--- src/rtl/fetch_pkg.sv ---
// Shared types and constants for the fetch stage.
// Holds the fetch FSM state encoding, the PC increment and the default reset PC.
package fetch_pkg;

    typedef enum logic [1:0] {
        S_IDLE = 2'd0,
        S_REQ  = 2'd1,
        S_WAIT = 2'd2
    } state_t;

    localparam logic [31:0] PC_STEP          = 32'd4;
    localparam logic [31:0] DEFAULT_RESET_PC = 32'h0000_0000;

endpackage

--- src/rtl/fetch_pc_next.sv ---
// Next-PC select for fetch: a redirect wins, otherwise advance by one word or hold.
// Ports: pc, redirect, redirect_pc, advance in; pc_next, pc_plus_four out.
module fetch_pc_next
    import fetch_pkg::*;
(
    input  logic        redirect,
    input  logic [31:0] redirect_pc,
    input  logic        advance,
    input  logic [31:0] pc,
    output logic [31:0] pc_next,
    output logic [31:0] pc_plus_four
);

    // Wraps modulo 2^32.
    assign pc_plus_four = pc + PC_STEP;

    always_comb begin
        pc_next = pc;
        if (redirect) begin
            pc_next = redirect_pc;
        end else if (advance) begin
            pc_next = pc_plus_four;
        end
    end

endmodule

--- src/rtl/fetch_ctrl.sv ---
// Fetch-stage PC sequencer: one outstanding imem request, one-entry IF/ID buffer,
// EX redirects with stale-response drop. Ports: clk, rst, redirect_*, imem_req_*,
// imem_rsp_*, if_* ; fetch_misalign only with macro FETCH_MISALIGN_TRAP_EN.
module fetch_ctrl
    import fetch_pkg::*;
#(
    parameter logic [31:0] RESET_PC = DEFAULT_RESET_PC,
    parameter int          ADDR_W   = 32
) (
    input  logic              clk,
    input  logic              rst,
    input  logic              redirect_valid,
    input  logic [ADDR_W-1:0] redirect_pc,
    output logic              imem_req_valid,
    input  logic              imem_req_ready,
    output logic [ADDR_W-1:0] imem_req_addr,
    input  logic              imem_rsp_valid,
    input  logic [31:0]       imem_rsp_data,
    output logic              if_valid,
    input  logic              if_ready,
    output logic [ADDR_W-1:0] if_pc,
    output logic [ADDR_W-1:0] if_pc_plus_four,
    output logic [31:0]       if_instr
`ifdef FETCH_MISALIGN_TRAP_EN
    ,
    output logic              fetch_misalign
`endif
);

    state_t            state, state_n;
    logic [ADDR_W-1:0] pc, pc_n, pc_plus_four, tgt;
    logic              drop, drop_n;
    logic              hs, pend, rsp, load;

`ifdef FETCH_MISALIGN_TRAP_EN
    logic halt, halt_n, misalign;

    assign tgt      = redirect_pc;
    assign misalign = redirect_valid && (redirect_pc[1:0] != 2'b00);
`else
    assign tgt = redirect_pc & ~32'h3;
`endif

    // Only issue when the buffer is empty or being drained this cycle,
    // so a returning response can never overwrite a stalled entry.
    assign imem_req_valid = (state == S_REQ) && (!if_valid || if_ready);
    assign imem_req_addr  = pc;
    assign hs             = imem_req_valid && imem_req_ready;

    // A response is outstanding in S_WAIT, or in a halted S_IDLE that
    // still owes a stale response.
    assign pend = (state == S_WAIT) || ((state == S_IDLE) && drop);
    assign rsp  = pend && imem_rsp_valid;
    assign load = (state == S_WAIT) && imem_rsp_valid
               && !drop && !redirect_valid;

    fetch_pc_next u_pc_next (
        .redirect     (redirect_valid),
        .redirect_pc  (tgt),
        .advance      (load),
        .pc           (pc),
        .pc_next      (pc_n),
        .pc_plus_four (pc_plus_four)
    );

    always_comb begin
        state_n = state;
        drop_n  = drop;
`ifdef FETCH_MISALIGN_TRAP_EN
        halt_n  = halt;
`endif
        unique case (state)
            S_IDLE: begin
                if (rsp) drop_n = 1'b0;
`ifdef FETCH_MISALIGN_TRAP_EN
                state_n = halt ? S_IDLE : S_REQ;
`else
                state_n = S_REQ;
`endif
            end
            S_REQ: begin
                if (hs) state_n = S_WAIT;
            end
            S_WAIT: begin
                if (imem_rsp_valid) begin
                    state_n = S_REQ;
                    drop_n  = 1'b0;
                end
            end
            default: state_n = S_IDLE;
        endcase

        if (redirect_valid) begin
            if (rsp) begin
                // Response in the redirect cycle is simply not used.
                state_n = S_REQ;
                drop_n  = 1'b0;
            end else if (pend || hs) begin
                state_n = S_WAIT;
                drop_n  = 1'b1;
            end else begin
                state_n = S_REQ;
            end
`ifdef FETCH_MISALIGN_TRAP_EN
            halt_n = misalign;
            if (misalign) state_n = S_IDLE;
`endif
        end
    end

    always_ff @(posedge clk) begin
        if (rst) begin
            state           <= S_IDLE;
            pc              <= RESET_PC;
            drop            <= 1'b0;
            if_valid        <= 1'b0;
            if_pc           <= '0;
            if_pc_plus_four <= '0;
            if_instr        <= '0;
`ifdef FETCH_MISALIGN_TRAP_EN
            halt            <= 1'b0;
            fetch_misalign  <= 1'b0;
`endif
        end else begin
            state <= state_n;
            pc    <= pc_n;
            drop  <= drop_n;
            if (redirect_valid) begin
                if_valid <= 1'b0;
            end else if (load) begin
                if_valid        <= 1'b1;
                if_pc           <= pc;
                if_pc_plus_four <= pc_plus_four;
                if_instr        <= imem_rsp_data;
            end else if (if_ready) begin
                if_valid <= 1'b0;
            end
`ifdef FETCH_MISALIGN_TRAP_EN
            halt           <= halt_n;
            fetch_misalign <= misalign;
`endif
        end
    end

endmodule

--- config.mk ---
export PLATFORM = sky130hd
export DESIGN_NAME = fetch_ctrl
export DESIGN_NICKNAME = d
export VERILOG_FILES = /design/src/rtl/fetch_pkg.sv /design/src/rtl/fetch_pc_next.sv /design/src/rtl/fetch_ctrl.sv
export SDC_FILE = /design/constraint.sdc
export NUM_CORES = 1
export LEC_CHECK = 0
export ABC_AREA = 1
export ABC_CLOCK_PERIOD_IN_PS = 3400
export CAP_MARGIN = 20
export CORE_UTILIZATION = 48
export CTS_CLUSTER_DIAMETER = 150
export DETAILED_ROUTE_END_ITERATION = 16
export PLACE_DENSITY = 0.86
export SLEW_MARGIN = 30
export SYNTH_ARGS = -nofsm -noshare
export SYNTH_HDL_FRONTEND = slang
export SYNTH_SLANG_ARGS = --single-unit
export TNS_END_PERCENT = 10
--- constraint.sdc ---
create_clock -name clk -period 3.4 [get_ports clk]
set_clock_uncertainty 0.15 [all_clocks]
set_input_delay 0.85 -clock clk [delete_from_list [all_inputs] [get_ports clk]]
set_output_delay 0.85 -clock clk [all_outputs]
set_load 0.03 [all_outputs]
After elaboration in Yosys (flattened, before gate mapping)
Index checks and enable logic that the tools add are counted.
Widths: inputs -> output; s select.
{ "op_classes": {"n_addsub": 1, "bitwise_logic": 1, "reduce_logical": 19, "eq_ne": 4, "n_mux": 16} }
{ "op_table": {"columns": ["cell", "n"], "rows": [
  ["$mux 32", 2],
  ["$add 32x3->32 const B", 1],
  ["$mux 2", 5],
  ["$logic_and 1x1->1", 7],
  ["$mux 1", 7],
  ["$ne 3x3->1 const B", 2],
  ["$pmux 2 s3", 1],
  ["$reduce_and 2->1", 2],
  ["$reduce_bool 2->1", 2],
  ["$logic_not 1->1", 3],
  ["$logic_or 1x1->1", 3],
  ["$eq 2x1->1 const B", 1],
  ["$eq 2x2->1 const B", 1],
  ["$logic_not 2->1", 1],
  ["$pmux 1 s2", 1],
  ["$reduce_or 2->1", 1],
  ["$not 1->1", 1]
]} }
{ "totals": {"ff_bits": 132, "out_inout_bits": 130} }

Logic depth before layout (Yosys ltp)
{ "logic_depth": {"ltp_word": 9, "ltp_mapped": 10, "depth_no_buf": 10} }

Cells and area by module
A second synthesis with hierarchy kept.
{ "unflattened": {"cells_unflattened": 907, "hier_area_um2": 6029.5} }
{ "by_module_without_submodules": {"columns": ["mod", "instances", "seq_area_each_um2", "area_per_inst_um2", "cells_each"], "rows": [
  ["fetch_ctrl", 1, 2642.5, 4425.5, 553],
  ["fetch_pc_next", 1, 0.0, 1604.0, 354]
]} }

Least setup slack after synthesis
Ideal clock, no wire load.
{ "synth_timing": {"kind": "input port to output port", "startpoint": "input if_ready", "endpoint": "output imem_req_valid", "required_time_ps": 2400, "path_slack_ps": 1160, "path_stages": 3, "arrival_time_ps": 1240, "n_path_buf": 0, "cell_sequence": "inv_1 -> nand2_1 -> and2_1"} }
{ "synth_via": {"elab_chain_len": 2} }
{ "synth_rtl": {"columns": ["item", "line_no", "source"], "rows": [
  ["start: declaration", "fetch_ctrl.sv:20", "input logic if_ready,"],
  ["$logic_or 1x1->1", "fetch_ctrl.sv:46", "assign imem_req_valid = (state == S_REQ) && (!if_valid || if_ready);"],
  ["$logic_and 1x1->1", "fetch_ctrl.sv:46", null],
  ["end: declaration", "fetch_ctrl.sv:14", "output logic imem_req_valid,"]
]} }
Every way passes these cells.

Final worst setup path
Ends and elaborated chain as after synthesis.

==> impl_metrics.toml <==
[run_status]
outcome = "completed"

[synthesis]
ys_async_sr_fraction = 0
syn_inst = 776
synthFlopType = "dfxtp_1"
synth-seq-area-share = 0.4644
ys_types = 26
yosys_warnings = 0
syn_area_mm2 = 0.005431
synth-edff-count = 0
ys_seq_elements = 126
syn_area_per_cell_um2 = 6.999

[sta]
final.setup.tns_ns = 0
holdWs_ns = 0.3138
slew_viol_final = 0
finalSetupViolCount = 0
timing.final.crit_period_ns = 3.217
max_slew_margin = 0.4900
fmax_ghz = 0.3109
rsz0062_at_grt = "false"
hold_viol = 0
period_share = 0.9460
tightest_slew_ns = 0.7650

[cts]
clk_latency_ns = 0.41
cts_buffers = 17
cts_buffer_depth = 2
htree_levels = 4
post_cts_resized = 0
clkTransAtPathRegs_ns = 0.05
clock-root-buffer = "clkbuf_16"
cts.sinks = 126
post-cts-setup-buffers = 0
cts_tree = "done"
cts_hold_buf = 0

[critical_path]
arrival_ns = 2.22
cp-end-kind = "primary output"
rr_startpoint = "imem_req_addr[3]"
startpoint = "if_ready"
path_max_fanout = 3
cp-start-kind = "primary input"
criticalPathCategory = "primary input to primary output"
crit_required_ns = 2.40

[power]
internal_power_mw = 2.827
sequentialPowerShare = 0.414
power.leakage_nw = 2.977
cellPowerDensity_mw_per_mm2 = 477.7
peakVddDrop_uv = 256.8
p_sw_mw = 0.9813
p_comb_frac = 0.120
power_switching_share = 0.2577
power_frac_clock = 0.466

[global_routing]
grt_max_degree = 81
grt_pass1_vias = 5218
track_usage = 0.2724
antenna_found_initial = 0
overflow = 0
grt_pass1_wl_um = 24930

[placement]
hpwlAfterDp_um = 10630
port_buffers = 191
placed_cells = 1075
gp_congestion = 0.8874

[hold_path]
hp-class = "flip-flop to flip-flop"
holdCritStartpoint = "if_pc_plus_four[6]"

[routing]
ant_nets = 0
route.detailed.drc = 0
drtIter0Drc = 329
dr.pass1.iters = 5
wire_per_inst_um = 14.07
drt-vias-per-instance = 5.001
drt-total-wl_um = 15570
vias = 5536

[floorplan]
row_count = 38
coreArea_mm2 = 0.01094
io_pins = 200
start_util = 0.4967
dieHeight_um = 108.4
die_area_mm2 = 0.01175
die_w_um = 108.4

[cells_and_area]
final_cell_mix = "nand2_1, clkdlybuf4s50_1, nor2_1"
synthToLayoutAreaGrowth_pct = 46.76
n_antenna_cell = 0
drive_gt1_frac = 0.06618
final_common_cell = "nand2_1"
instances_no_fill = 1107
nNetsFinal = 1025
fill_cells = 855

[job]
max_cap_viol_count = 0
-- flip-flops by register name, summed over array words and instances, names as in the netlist --
name	flops
drop	1
if_instr	32
if_pc	30
if_pc_plus_four	30
if_valid	1
imem_req_addr	30
state	2
-- final timing paths --
kind | slack (ns) | cells after the start | end
worst max-delay path | 0.18 | 5 | imem_req_valid
worst max register to register | 1.49 | 8 | if_pc_plus_four[14]
worst min-delay path | 0.31 | 2 | if_pc_plus_four[6]
worst min register to register | 0.31 | 2 | if_pc_plus_four[6]
-- metrics by stage --
step	setup slack [ns]	instance area, µm²	util	power [mW]
after floorplan	1.160	5450	-	1.855
after global placement	0.1910	7386	0.6754	2.052
after detailed placement	0.1863	7386	0.6754	2.059
after CTS	0.1817	7971	0.7289	3.823
after global routing	0.1330	7971	0.7289	3.945
final	0.1835	7971	0.7289	3.808
-- cell families (layout without fill, tap and decap cells) --
family	after synthesis	in the layout	synth area share
adder cells (fa/ha/maj)	1	1	0.002303
XOR/XNOR	11	11	0.01774
flip-flops	126	126	0.4644
other	1	6	0.0006904
buffers and inverters	98	284	0.07924
AO/OA/AOI/OAI	165	165	0.1550
AND/OR/NAND/NOR	374	374	0.2806
-- metal layers --
metal / track usage / part of all wire / vias to the layer above
met4: 0.1071 / 0.023 / 0
met2: 0.4654 / 0.47 / 209
met1: 0.3286 / 0.43 / 2476
met3: 0.06570 / 0.072 / 32
li1: - / - / 2819
met5: 0 / 0 / -
-- synth_stat cells, types with 3 or more instances --
master	n	area share
nand2_2	7	0.0081
buf_4	13	0.018
a31oi_1	9	0.010
nand2_1	191	0.13
inv_1	50	0.035
o21ai_0	82	0.076
a21oi_1	72	0.066
nor2_2	8	0.0092
inv_2	3	0.0021
xor2_1	6	0.0097
dfxtp_1	126	0.46
nand3_1	25	0.023
buf_2	5	0.0046
clkbuf_1	25	0.017
nor2_1	135	0.093
xnor2_1	5	0.0081
nor2_4	5	0.010
-- layout make-up --
class	count	area (µm²)	area share
flip-flops and latches	126	2522	0.3164
multi-input cells	557	2497	0.3133
repair buffers	199	1992	0.2499
clock buffers	19	442.9	0.05556
inverters	53	198.9	0.02496
well taps	140	175.2	0.02197
clock inverters	13	142.6	0.01789
-- critical path, stage by stage --
cell and delay, ns:
clkdlybuf4s50_1 0.46, inv_1 0.04, nand2_1 0.08, and2_1 0.13
clkdlybuf4s50_1 0.67
-- power groups by stage --
stage          Combinational (mW)  Clock [mW]  Sequential [mW]
3_3_place_gp                0.448           0             1.60
3_5_place_dp                0.453           0             1.61
5_1_grt                     0.497        1.87             1.58
2_1_floorplan               0.174           0             1.68
6_report                    0.457        1.78             1.57
4_1_cts                     0.457        1.79             1.57
Note: power is estimated with default switching activity, not from simulation.
